--- src/rtl/i2c_share_arbiter_pkg.sv ---
`default_nettype none
// ============================================================================
//  Package     : i2c_cfg_defs
//  Description : Shared widths, device addresses and arbiter FSM encoding
//                for the I2C configuration-write path.
//  Revision    : 1.0 - initial release
// ============================================================================
package i2c_cfg_defs;

    localparam int I2C_ADDR_W = 7;
    localparam int I2C_DATA_W = 8;
    localparam int GRANT_W    = 3;

    localparam logic [I2C_ADDR_W-1:0] HDMI_TX_ADDR = 7'h72;

    typedef enum logic [1:0] {
        ST_IDLE      = 2'd0,
        ST_ISSUE     = 2'd1,
        ST_WAIT_BUSY = 2'd2,
        ST_WAIT_DONE = 2'd3
    } arb_state_t;

endpackage
`default_nettype wire

--- src/rtl/i2c_rr_pick.sv ---
`default_nettype none
// ============================================================================
//  Module      : i2c_rr_pick
//  Description : Combinational round-robin picker; returns the first pending
//                index strictly after the pointer, wrapping at N_REQ.
//  Revision    : 1.0 - initial release
// ============================================================================
module i2c_rr_pick
    import i2c_cfg_defs::*;
#(
    parameter int N_REQ = 2
) (
    input  logic [N_REQ-1:0]   pending,
    input  logic [GRANT_W-1:0] pointer,
    output logic               valid,
    output logic [GRANT_W-1:0] index
);

    logic [7:0]       w_pend_ext;
    logic [GRANT_W:0] w_pos;

    // Walk from the farthest candidate to the nearest so the nearest wins.
    always_comb begin
        w_pend_ext             = '0;
        w_pend_ext[N_REQ-1:0]  = pending;
        valid                  = 1'b0;
        index                  = '0;
        w_pos                  = '0;
        for (int k = N_REQ; k >= 1; k--) begin
            w_pos = {1'b0, pointer} + (GRANT_W+1)'(k);
            if (w_pos >= (GRANT_W+1)'(N_REQ)) begin
                w_pos = w_pos - (GRANT_W+1)'(N_REQ);
            end
            if (w_pend_ext[w_pos[GRANT_W-1:0]]) begin
                valid = 1'b1;
                index = w_pos[GRANT_W-1:0];
            end
        end
    end

endmodule
`default_nettype wire

--- src/rtl/i2c_share_arbiter.sv ---
`default_nettype none
// ============================================================================
//  Module      : i2c_share_arbiter
//  Description : Round-robin sharing of one I2C write master between N_REQ
//                configuration sequencers, with busy-rise timeout.
//  Revision    : 1.0 - initial release
// ============================================================================
module i2c_share_arbiter
    import i2c_cfg_defs::*;
#(
    parameter int N_REQ         = 2,
    parameter int BUSY_WAIT_MAX = 255
) (
    input  logic                          clk,
    input  logic                          rst,
    input  logic [N_REQ-1:0]              req_start,
    input  logic [I2C_ADDR_W*N_REQ-1:0]   req_address,
    input  logic [I2C_DATA_W*N_REQ-1:0]   req_data_0,
    input  logic [I2C_DATA_W*N_REQ-1:0]   req_data_1,
    output logic [N_REQ-1:0]              req_busy,
    output logic [N_REQ-1:0]              req_done,
    output logic [N_REQ-1:0]              req_error,
    input  logic                          i2c_busy,
    output logic [I2C_ADDR_W-1:0]         i2c_address,
    output logic [I2C_DATA_W-1:0]         i2c_data_0,
    output logic [I2C_DATA_W-1:0]         i2c_data_1,
    output logic                          i2c_start,
    output logic [GRANT_W-1:0]            grant_id
);

    localparam int                   TIMER_W      = $clog2(BUSY_WAIT_MAX + 1);
    localparam logic [TIMER_W-1:0]   C_TIMER_LAST = TIMER_W'(BUSY_WAIT_MAX - 1);
    localparam logic [GRANT_W-1:0]   C_PTR_RESET  = GRANT_W'(N_REQ - 1);

    arb_state_t              r_state;
    logic [N_REQ-1:0]        r_pending;
    logic [N_REQ-1:0]        r_done;
    logic [N_REQ-1:0]        r_error;
    logic [I2C_ADDR_W-1:0]   r_slot_addr [N_REQ];
    logic [I2C_DATA_W-1:0]   r_slot_d0   [N_REQ];
    logic [I2C_DATA_W-1:0]   r_slot_d1   [N_REQ];
    logic [I2C_ADDR_W-1:0]   r_addr;
    logic [I2C_DATA_W-1:0]   r_d0;
    logic [I2C_DATA_W-1:0]   r_d1;
    logic                    r_start;
    logic [GRANT_W-1:0]      r_grant;
    logic [GRANT_W-1:0]      r_ptr;
    logic [TIMER_W-1:0]      r_timer;

    logic                    w_pick_valid;
    logic [GRANT_W-1:0]      w_pick_idx;
    logic [N_REQ-1:0]        w_capture;
    logic [N_REQ-1:0]        w_grant_onehot;
    logic [N_REQ-1:0]        w_clear;
    logic                    w_finish;
    logic                    w_timeout;
    logic [I2C_ADDR_W-1:0]   w_sel_addr;
    logic [I2C_DATA_W-1:0]   w_sel_d0;
    logic [I2C_DATA_W-1:0]   w_sel_d1;

    i2c_rr_pick #(
        .N_REQ   (N_REQ)
    ) u_pick (
        .pending (r_pending),
        .pointer (r_ptr),
        .valid   (w_pick_valid),
        .index   (w_pick_idx)
    );

    // A request already held in its slot blocks any new one from that requester.
    assign w_capture      = req_start & ~r_pending;
    assign w_grant_onehot = N_REQ'(1) << r_grant;
    assign w_finish       = (r_state == ST_WAIT_DONE) && !i2c_busy;
    assign w_timeout      = (r_state == ST_WAIT_BUSY) && !i2c_busy && (r_timer == C_TIMER_LAST);
    assign w_clear        = (w_finish || w_timeout) ? w_grant_onehot : '0;

    always_comb begin
        w_sel_addr = '0;
        w_sel_d0   = '0;
        w_sel_d1   = '0;
        for (int i = 0; i < N_REQ; i++) begin
            if (w_pick_idx == GRANT_W'(i)) begin
                w_sel_addr = r_slot_addr[i];
                w_sel_d0   = r_slot_d0[i];
                w_sel_d1   = r_slot_d1[i];
            end
        end
    end

    always_ff @(posedge clk or negedge rst) begin
        if (!rst) begin
            r_state   <= ST_IDLE;
            r_pending <= '0;
            r_done    <= '0;
            r_error   <= '0;
            r_addr    <= '0;
            r_d0      <= '0;
            r_d1      <= '0;
            r_start   <= 1'b0;
            r_grant   <= '0;
            r_ptr     <= C_PTR_RESET;
            r_timer   <= '0;
            for (int i = 0; i < N_REQ; i++) begin
                r_slot_addr[i] <= '0;
                r_slot_d0[i]   <= '0;
                r_slot_d1[i]   <= '0;
            end
        end else begin
            for (int i = 0; i < N_REQ; i++) begin
                if (w_capture[i]) begin
                    r_slot_addr[i] <= req_address[I2C_ADDR_W*i +: I2C_ADDR_W];
                    r_slot_d0[i]   <= req_data_0[I2C_DATA_W*i +: I2C_DATA_W];
                    r_slot_d1[i]   <= req_data_1[I2C_DATA_W*i +: I2C_DATA_W];
                end
            end
            r_pending <= (r_pending | w_capture) & ~w_clear;
            r_done    <= w_clear;
            r_error   <= w_timeout ? w_grant_onehot : '0;
            r_start   <= 1'b0;

            case (r_state)
                ST_IDLE: begin
                    // Hold off while the master is still finishing someone else's transfer.
                    if (w_pick_valid && !i2c_busy) begin
                        r_addr  <= w_sel_addr;
                        r_d0    <= w_sel_d0;
                        r_d1    <= w_sel_d1;
                        r_grant <= w_pick_idx;
                        r_ptr   <= w_pick_idx;
                        r_start <= 1'b1;
                        r_state <= ST_ISSUE;
                    end
                end
                ST_ISSUE: begin
                    r_timer <= '0;
                    r_state <= ST_WAIT_BUSY;
                end
                ST_WAIT_BUSY: begin
                    if (i2c_busy) begin
                        r_state <= ST_WAIT_DONE;
                    end else if (w_timeout) begin
                        r_state <= ST_IDLE;
                    end else begin
                        r_timer <= r_timer + TIMER_W'(1);
                    end
                end
                ST_WAIT_DONE: begin
                    if (!i2c_busy) begin
                        r_state <= ST_IDLE;
                    end
                end
                default: r_state <= ST_IDLE;
            endcase
        end
    end

    assign req_busy    = r_pending;
    assign req_done    = r_done;
    assign req_error   = r_error;
    assign i2c_address = r_addr;
    assign i2c_data_0  = r_d0;
    assign i2c_data_1  = r_d1;
    assign i2c_start   = r_start;
    assign grant_id    = r_grant;

endmodule
`default_nettype wire

--- config.mk ---
export PLATFORM = sky130hd
export DESIGN_NAME = i2c_share_arbiter
export DESIGN_NICKNAME = d
export VERILOG_FILES = /design/src/rtl/i2c_share_arbiter_pkg.sv /design/src/rtl/i2c_rr_pick.sv /design/src/rtl/i2c_share_arbiter.sv
export SDC_FILE = /design/constraint.sdc
export NUM_CORES = 1
export LEC_CHECK = 0
export ABC_AREA = 1
export BUFFER_PORTS_ARGS = -buffer_cell sky130_fd_sc_hd__buf_2
export CORE_ASPECT_RATIO = 1.75
export CORE_MARGIN = 2
export CORE_UTILIZATION = 55
export DETAILED_ROUTE_END_ITERATION = 8
export PLACE_DENSITY_LB_ADDON = 0.05
export SETUP_SLACK_MARGIN = 0.1
export SYNTH_ARGS = -nofsm -noshare
export SYNTH_HDL_FRONTEND = slang
export SYNTH_HIERARCHICAL = 1
export SYNTH_SLANG_ARGS = --single-unit
--- constraint.sdc ---
create_clock -name clk -period 3.05 [get_ports clk]
set_clock_uncertainty 0.05 [all_clocks]
set_input_delay 0.4575 -clock clk [delete_from_list [all_inputs] [get_ports clk]]
set_output_delay 0.4575 -clock clk [all_outputs]
set_load 0.01 [all_outputs]
Word level (Yosys, flattened, before mapping)
Index checks and enable logic that the tools add are counted.
{"block": "word_totals", "mem_count": 0, "mem_bits_ro": 0, "output_inout_bits": 33, "reg_bits": 92, "ram_bits": 0, "latch_bits": 0, "input_bits": 51, "word_cells": 82}
{"block": "op_classes", "n_eq_ne": 10, "mux": 28, "shift": 1, "div_mod_pow": 0, "bitwise_logic": 5, "addsub": 5, "magnitude_cmp": 4, "reduce_logical": 12, "n_mul": 0}
{"op": "$mux W8", "n": 6}
{"op": "$pmux W8 S2", "n": 1}
{"op": "$mux W7", "n": 2}
{"op": "$mux W2", "n": 6}
{"op": "$mux W3", "n": 4}
{"op": "$add A8 B1 Y8 const B", "n": 1}
{"op": "$eq A8 B8 Y1 const B", "n": 1}
{"op": "$ge A4 B2 Y1 const B", "n": 2}
{"op": "$lt A3 B4 Y1 const B", "n": 2}
{"op": "$ne A2 B2 Y1 const B", "n": 4}
{"op": "$pmux W2 S4", "n": 1}
{"op": "$bmux W1 S3", "n": 2}
{"op": "$mux W1", "n": 6}
{"op": "$reduce_and A3 Y1", "n": 2}
{"op": "$sub A3 B2 Y3 const B", "n": 2}
{"op": "$add A3 B1 Y4 const B", "n": 1}
{"op": "$add A3 B2 Y4 const B", "n": 1}
{"op": "$and A2 B2 Y2", "n": 2}
{"op": "$eq A2 B2 Y1 const B", "n": 2}
{"op": "$logic_and A1 B1 Y1", "n": 4}
{"op": "$not A2 Y2", "n": 2}
{"op": "$eq A3 B1 Y1 const B", "n": 1}
{"op": "$logic_not A3 Y1", "n": 1}
{"op": "$ne A3 B3 Y1 const B", "n": 1}
{"op": "other kinds (8)", "n": 8}

Logic depth before layout (Yosys ltp)
{"block": "logic_depth", "depth_word": 10, "mapped_depth": 15, "ltp_nobuf": 14}

Modules after synthesis
The synthesis kept the hierarchy.
{"mod": "i2c_share_arbiter", "area_per_inst_um2": 3937.5, "seq_area_each_um2": 2253.4, "cells_each": 402, "instances": 1}
{"mod": "i2c_rr_pick", "area_per_inst_um2": 217.7, "seq_area_each_um2": 0.0, "cells_each": 39, "instances": 1}

Worst setup path before layout
Ideal clock, no wire load.
{"block": "synth_path", "path_type": "reg-to-reg", "from": "reg r_ptr[0]", "to": "reg r_addr[0], in the netlist i2c_address[0]", "arrival_time_ns": 2.021, "period_less_slack_ns": 2.187, "n_path_buf": 1, "required_time_ns": 2.884, "stages_incl_launch_ff": 16, "slack_ns": 0.863, "setup_time_ns": 0.116, "cell_sequence": "dfstp_2 inv_2 ha_1 inv_1 nand2_1 nand2_1 nor2_1 nand2_1 nand2_1 o21bai_1 nor2_1 nand2_1 buf_2 o22ai_1 nand2_1 nand2_1"}
{"block": "synth_via", "elab_chain_cells": 10, "word_cells_on_any_way": 22, "cone_classes": "4 x add/sub; 2 x order compare; 1 x eq/ne; 12 x mux; 3 x reduce/logical"}
{"item": "from (decl)", "line": "i2c_share_arbiter.sv:47", "text": "logic [GRANT_W-1:0] r_ptr;"}
{"item": "from (signal assigned)", "line": "i2c_share_arbiter.sv:129", "text": "r_ptr <= w_pick_idx;"}
{"item": "$add A3 B2 Y4", "line": "i2c_rr_pick.sv:30", "text": "w_pos = {1'b0, pointer} + (GRANT_W+1)'(k);"}
{"item": "$ge A4 B2 Y1 / $sub A3 B2 Y3 (equally long branches)", "line": "i2c_rr_pick.sv:31, i2c_rr_pick.sv:32"}
{"item": "$mux W3", "line": "i2c_rr_pick.sv:31", "text": "if (w_pos >= (GRANT_W+1)'(N_REQ)) begin"}
{"item": "$bmux W1 S3", "line": "i2c_rr_pick.sv:34", "text": "if (w_pend_ext[w_pos[GRANT_W-1:0]]) begin"}
{"item": "$mux W1 (not written as such)", "line": "i2c_rr_pick.sv:34"}
{"item": "$mux W3", "line": "i2c_rr_pick.sv:34"}
{"item": "$mux W3 *", "line": "i2c_rr_pick.sv:34"}
{"item": "net w_pick_idx[0]", "line": "i2c_share_arbiter.sv:51", "text": "logic [GRANT_W-1:0] w_pick_idx;"}
{"item": "$logic_not A3 Y1", "line": "i2c_share_arbiter.sv:82", "text": "if (w_pick_idx == GRANT_W'(i)) begin"}
{"item": "$mux W7", "line": "i2c_share_arbiter.sv:82"}
{"item": "$mux W7 *", "line": "i2c_share_arbiter.sv:82"}
{"item": "to (signal assigned)", "line": "i2c_share_arbiter.sv:125", "text": "r_addr <= w_sel_addr;"}
{"item": "to (decl)", "line": "i2c_share_arbiter.sv:42", "text": "logic [I2C_ADDR_W-1:0] r_addr;"}
The timed path passes the listed nets; every way through them passes the cells marked *. The select of a mux whose other input is x is not followed.
A chain may end at the register's enable or synchronous reset.

Worst setup path in the final report
{"block": "layout_path", "from": "reg r_ptr[0]", "to": "reg r_addr[1], in the netlist i2c_address[1]"}
Same word-level chain as after synthesis.

==> results.cfg <==
[floorplanning]
die_area_sq_um = 8290
dieWidth_um = 69.7
rows = 42
pin_count = 84
coreArea_sq_um = 7460
fp.dieH_um = 119
start_util_pct = 55.7

[synth]
synth_ff_type = dfrtp_1
seq_area_frac_synth_pct = 54.2
ys_ff_latch = 90
yosys_warnings = 6
synth_edf_count = 0
ys_types = 36
synth_area_sq_um = 4160
avgSynthCellArea_sq_um = 9.42
yosys-top-cells-count = dfrtp_1, nand2_1, nor2_1, inv_1, a21oi_1
syn_inst = 441
synth_area_leader_cell = dfrtp_1
synth_most_common_cell = dfrtp_1
async_reset_ff_share_pct = 100
synth_top_area_share_pct = 53.6
netlist_top_cells_area = dfrtp_1, nand2_1, mux2_2

[critical_path]
path_class = reg -> reg
path_cells = inv_2, ha_1, inv_1, nand2_1, nand2_1, nor2_1, nand2_1, nand2_1, o21bai_1, buf_4, nand3_1, o22ai_1, nand2_1, nand2_1
r2r_cells = 14
crit_fanout = 13
critPathTopFamily = simple AND/OR/NAND/NOR gates
r2r-start = r_ptr[0]
path_depth = 14
crit_slowest_cell = dfstp_2
r2r-end = i2c_address[1]
start_kind = flip-flop
cpPeakStageDelay_ns = 0.61
crit_top_cell = nand2_1
cp.required_ns = 3.27
critPathBufInv = 3
worstSetupEndpointType = flip-flop
cp.arrival_ns = 2.96
critPathLaunch = r_ptr[0]
ff2ff_setup_slack_ns = 0.31

[routing]
dr_wl_met2_mm = 4.64
top_layer_used = met4
drc = 0
final_antenna_net_count = 0
vias_per_cell = 5.27
wl_met1_mm = 3.51
drt_iter0_markers = 111
first_pass_iters = 5
finalWirelength_mm = 8.63
wl_met3_um = 294
routed-via-count = 3213
post_drt_wl_per_cell_um = 14.1

[power_and_ir_drop]
internal_power_mw = 2.98
p_sw_share_pct = 35.7
pwr-share-clk_pct = 22.0
p_leak_nw = 2.53
p_sw_mw = 1.65
ir_drop_mv = 0.502
powerDensity_nw_per_um2 = 950
p_seq_share_pct = 42.8
comb_power_share_pct = 35.2

[flow_run]
cap_viol_max_count = 0

[layout]
antenna_cells = 0
post-route-util_pct = 65.4
syn_to_final_growth_pct = 17.5
drive_gt1_share_pct = 27.6
finalNonFillerCells = 610
nFillCells = 633
nets = 580

[timing]
worst_pin_slew_ns = 0.842
maxSlewHeadroom_pct = 43.7
setup_viol = 0
hold_viol = 0
fin_ws_ns = 0.311
fmax_ghz = 0.365
slew_viol_final = 0
rsz0062_at_grt = false
final.min_clock_period_ns = 2.74
min_period_over_period_pct = 89.8
hold_ws_ns = 0.138

[clock_network]
postCtsHoldBufs = 0
cts_made_buffers = 9
clk_pin_slew_ns = 0.06
clock_sinks = 90
cts_root_buf = clkbuf_16
cts.path.max_buffers = 2
clk_latency_ns = 0.33
cts_max_level = 3
cts_tree = done

[place]
gp_congestion = 0.858
dp_slack_ns = -0.0261
dp_cells = 598
dp_hpwl_mm = 6.24
numPortBuffers = 83

[grt]
antenna_found_initial = 0
grt.overflow.total = 0
grt_pass1_vias = 3190
track_usage_pct = 22.4
grt_max_degree = 62
grt_pass1_wl_mm = 14.6

[status]
status = completed

[worst_hold_path]
worstHoldPathType = in -> async
==> power groups by stage <==
stage          Clock (mW)  Combinational [mW]  Sequential (mW)
2_1_floorplan           0                1.11             2.01
5_1_grt              1.09                1.84             2.04
3_3_place_gp            0                1.58             1.98
6_report             1.02                1.63             1.98
3_5_place_dp            0                1.62             2.00
4_1_cts              1.04                1.64             1.98
==> per-stage QoR <==
| step | cell area, sq um | TNS, ns | power [mW] |
|---|---|---|---|
| 2_1_floorplan | 4160 | 0 | 3.12 |
| 4_1_cts | 4880 | 0 | 4.66 |
| 3_5_place_dp | 4610 | -0.119 | 3.63 |
| 5_1_grt | 4880 | 0 | 4.97 |
| 6_report | 4880 | 0 | 4.63 |
| 3_3_place_gp | 4610 | 0 | 3.57 |
==> cell families after synthesis <==
family	share of synthesized area (%)
XOR/XNOR	0.632
adder cells (fa/ha/maj)	2.41
AO/OA/AOI/OAI	8.61
multiplexers	5.96
flip-flops	54.2
AND/OR/NAND/NOR	20.4
buffers and inverters	7.68
other	0.0902
==> registers in the layout, indices dropped and copies added, names as in the netlist <==
name / flops
req_error: 2
r_timer: 8
i2c_data_1: 8
r_slot_addr: 14
i2c_start: 1
r_slot_d1: 16
req_busy: 2
r_state: 2
i2c_data_0: 8
r_ptr: 1
r_slot_d0: 16
i2c_address: 7
req_done: 2
grant_id: 3
==> layout make-up <==
cell class / instances / area (sq um) / area share, %
clock buffers: 11 / 233 / 4.77
clock inverters: 1 / 30.0 / 0.615
inverters: 48 / 185 / 3.79
multi-input cells: 283 / 1590 / 32.7
flip-flops and latches: 90 / 2250 / 46.2
well taps: 88 / 110 / 2.26
repair buffers: 89 / 475 / 9.74
==> worst register-to-register path, delay by kind of cell, from the launching register on <==
kind,cells,cell delay [ns]
AND/OR/NAND/NOR,8,0.80
flip-flops,1,0.61
AO/OA/AOI/OAI,2,0.54
buffers and inverters,3,0.40
adder cells (fa/ha/maj),1,0.28
==> cells in the final DEF (no fill, tap or decap), types with 2 or more instances in the layout <==
| cell | count |
|---|---|
| a21oi_1 | 25 |
| a21oi_2 | 2 |
| a31oi_1 | 11 |
| buf_2 | 82 |
| buf_4 | 6 |
| clkbuf_1 | 2 |
| clkbuf_16 | 9 |
| conb_1 | 2 |
| dfrtp_1 | 89 |
| ha_1 | 8 |
| inv_1 | 46 |
| mux2_2 | 22 |
| nand2_1 | 84 |
| nand2_2 | 4 |
| nand2_4 | 2 |
| nand3_1 | 20 |
| nand3b_1 | 2 |
| nand4_1 | 12 |
| nor2_1 | 50 |
| nor2_2 | 7 |
| nor2_4 | 2 |
| nor3_1 | 2 |
| o21ai_0 | 3 |
| o21ai_1 | 5 |
| o22ai_1 | 12 |
| xor2_1 | 2 |
==> per-layer routing <==
layer,vias to the layer above,track usage [%]
met5,-,0
met2,67,39.2
met1,1541,26.5
met3,17,4.15
met4,0,9.98
li1,1588,-
==> how the worst max path moves through the flow <==
stage / to / slack (ns)
after floorplan: i2c_address[0] / 0.86
after global routing: i2c_address[1] / 0.10
after CTS: i2c_address[2] / 0.26
after global placement: i2c_address[0] / 0.11
final: i2c_address[1] / 0.31
after detailed placement: i2c_address[1] / -0.03
==> what timing repair did <==
| action | in CTS | in global routing |
|---|---|---|
| cloned | 0 | 0 |
| setup buffers | 0 | 0 |
| gates resized for setup | 1 | 1 |
| endpoints found under the setup margin | 12 | 12 |
| hold endpoints to repair | 0 | 0 |
(Power assumes the default switching activity.)
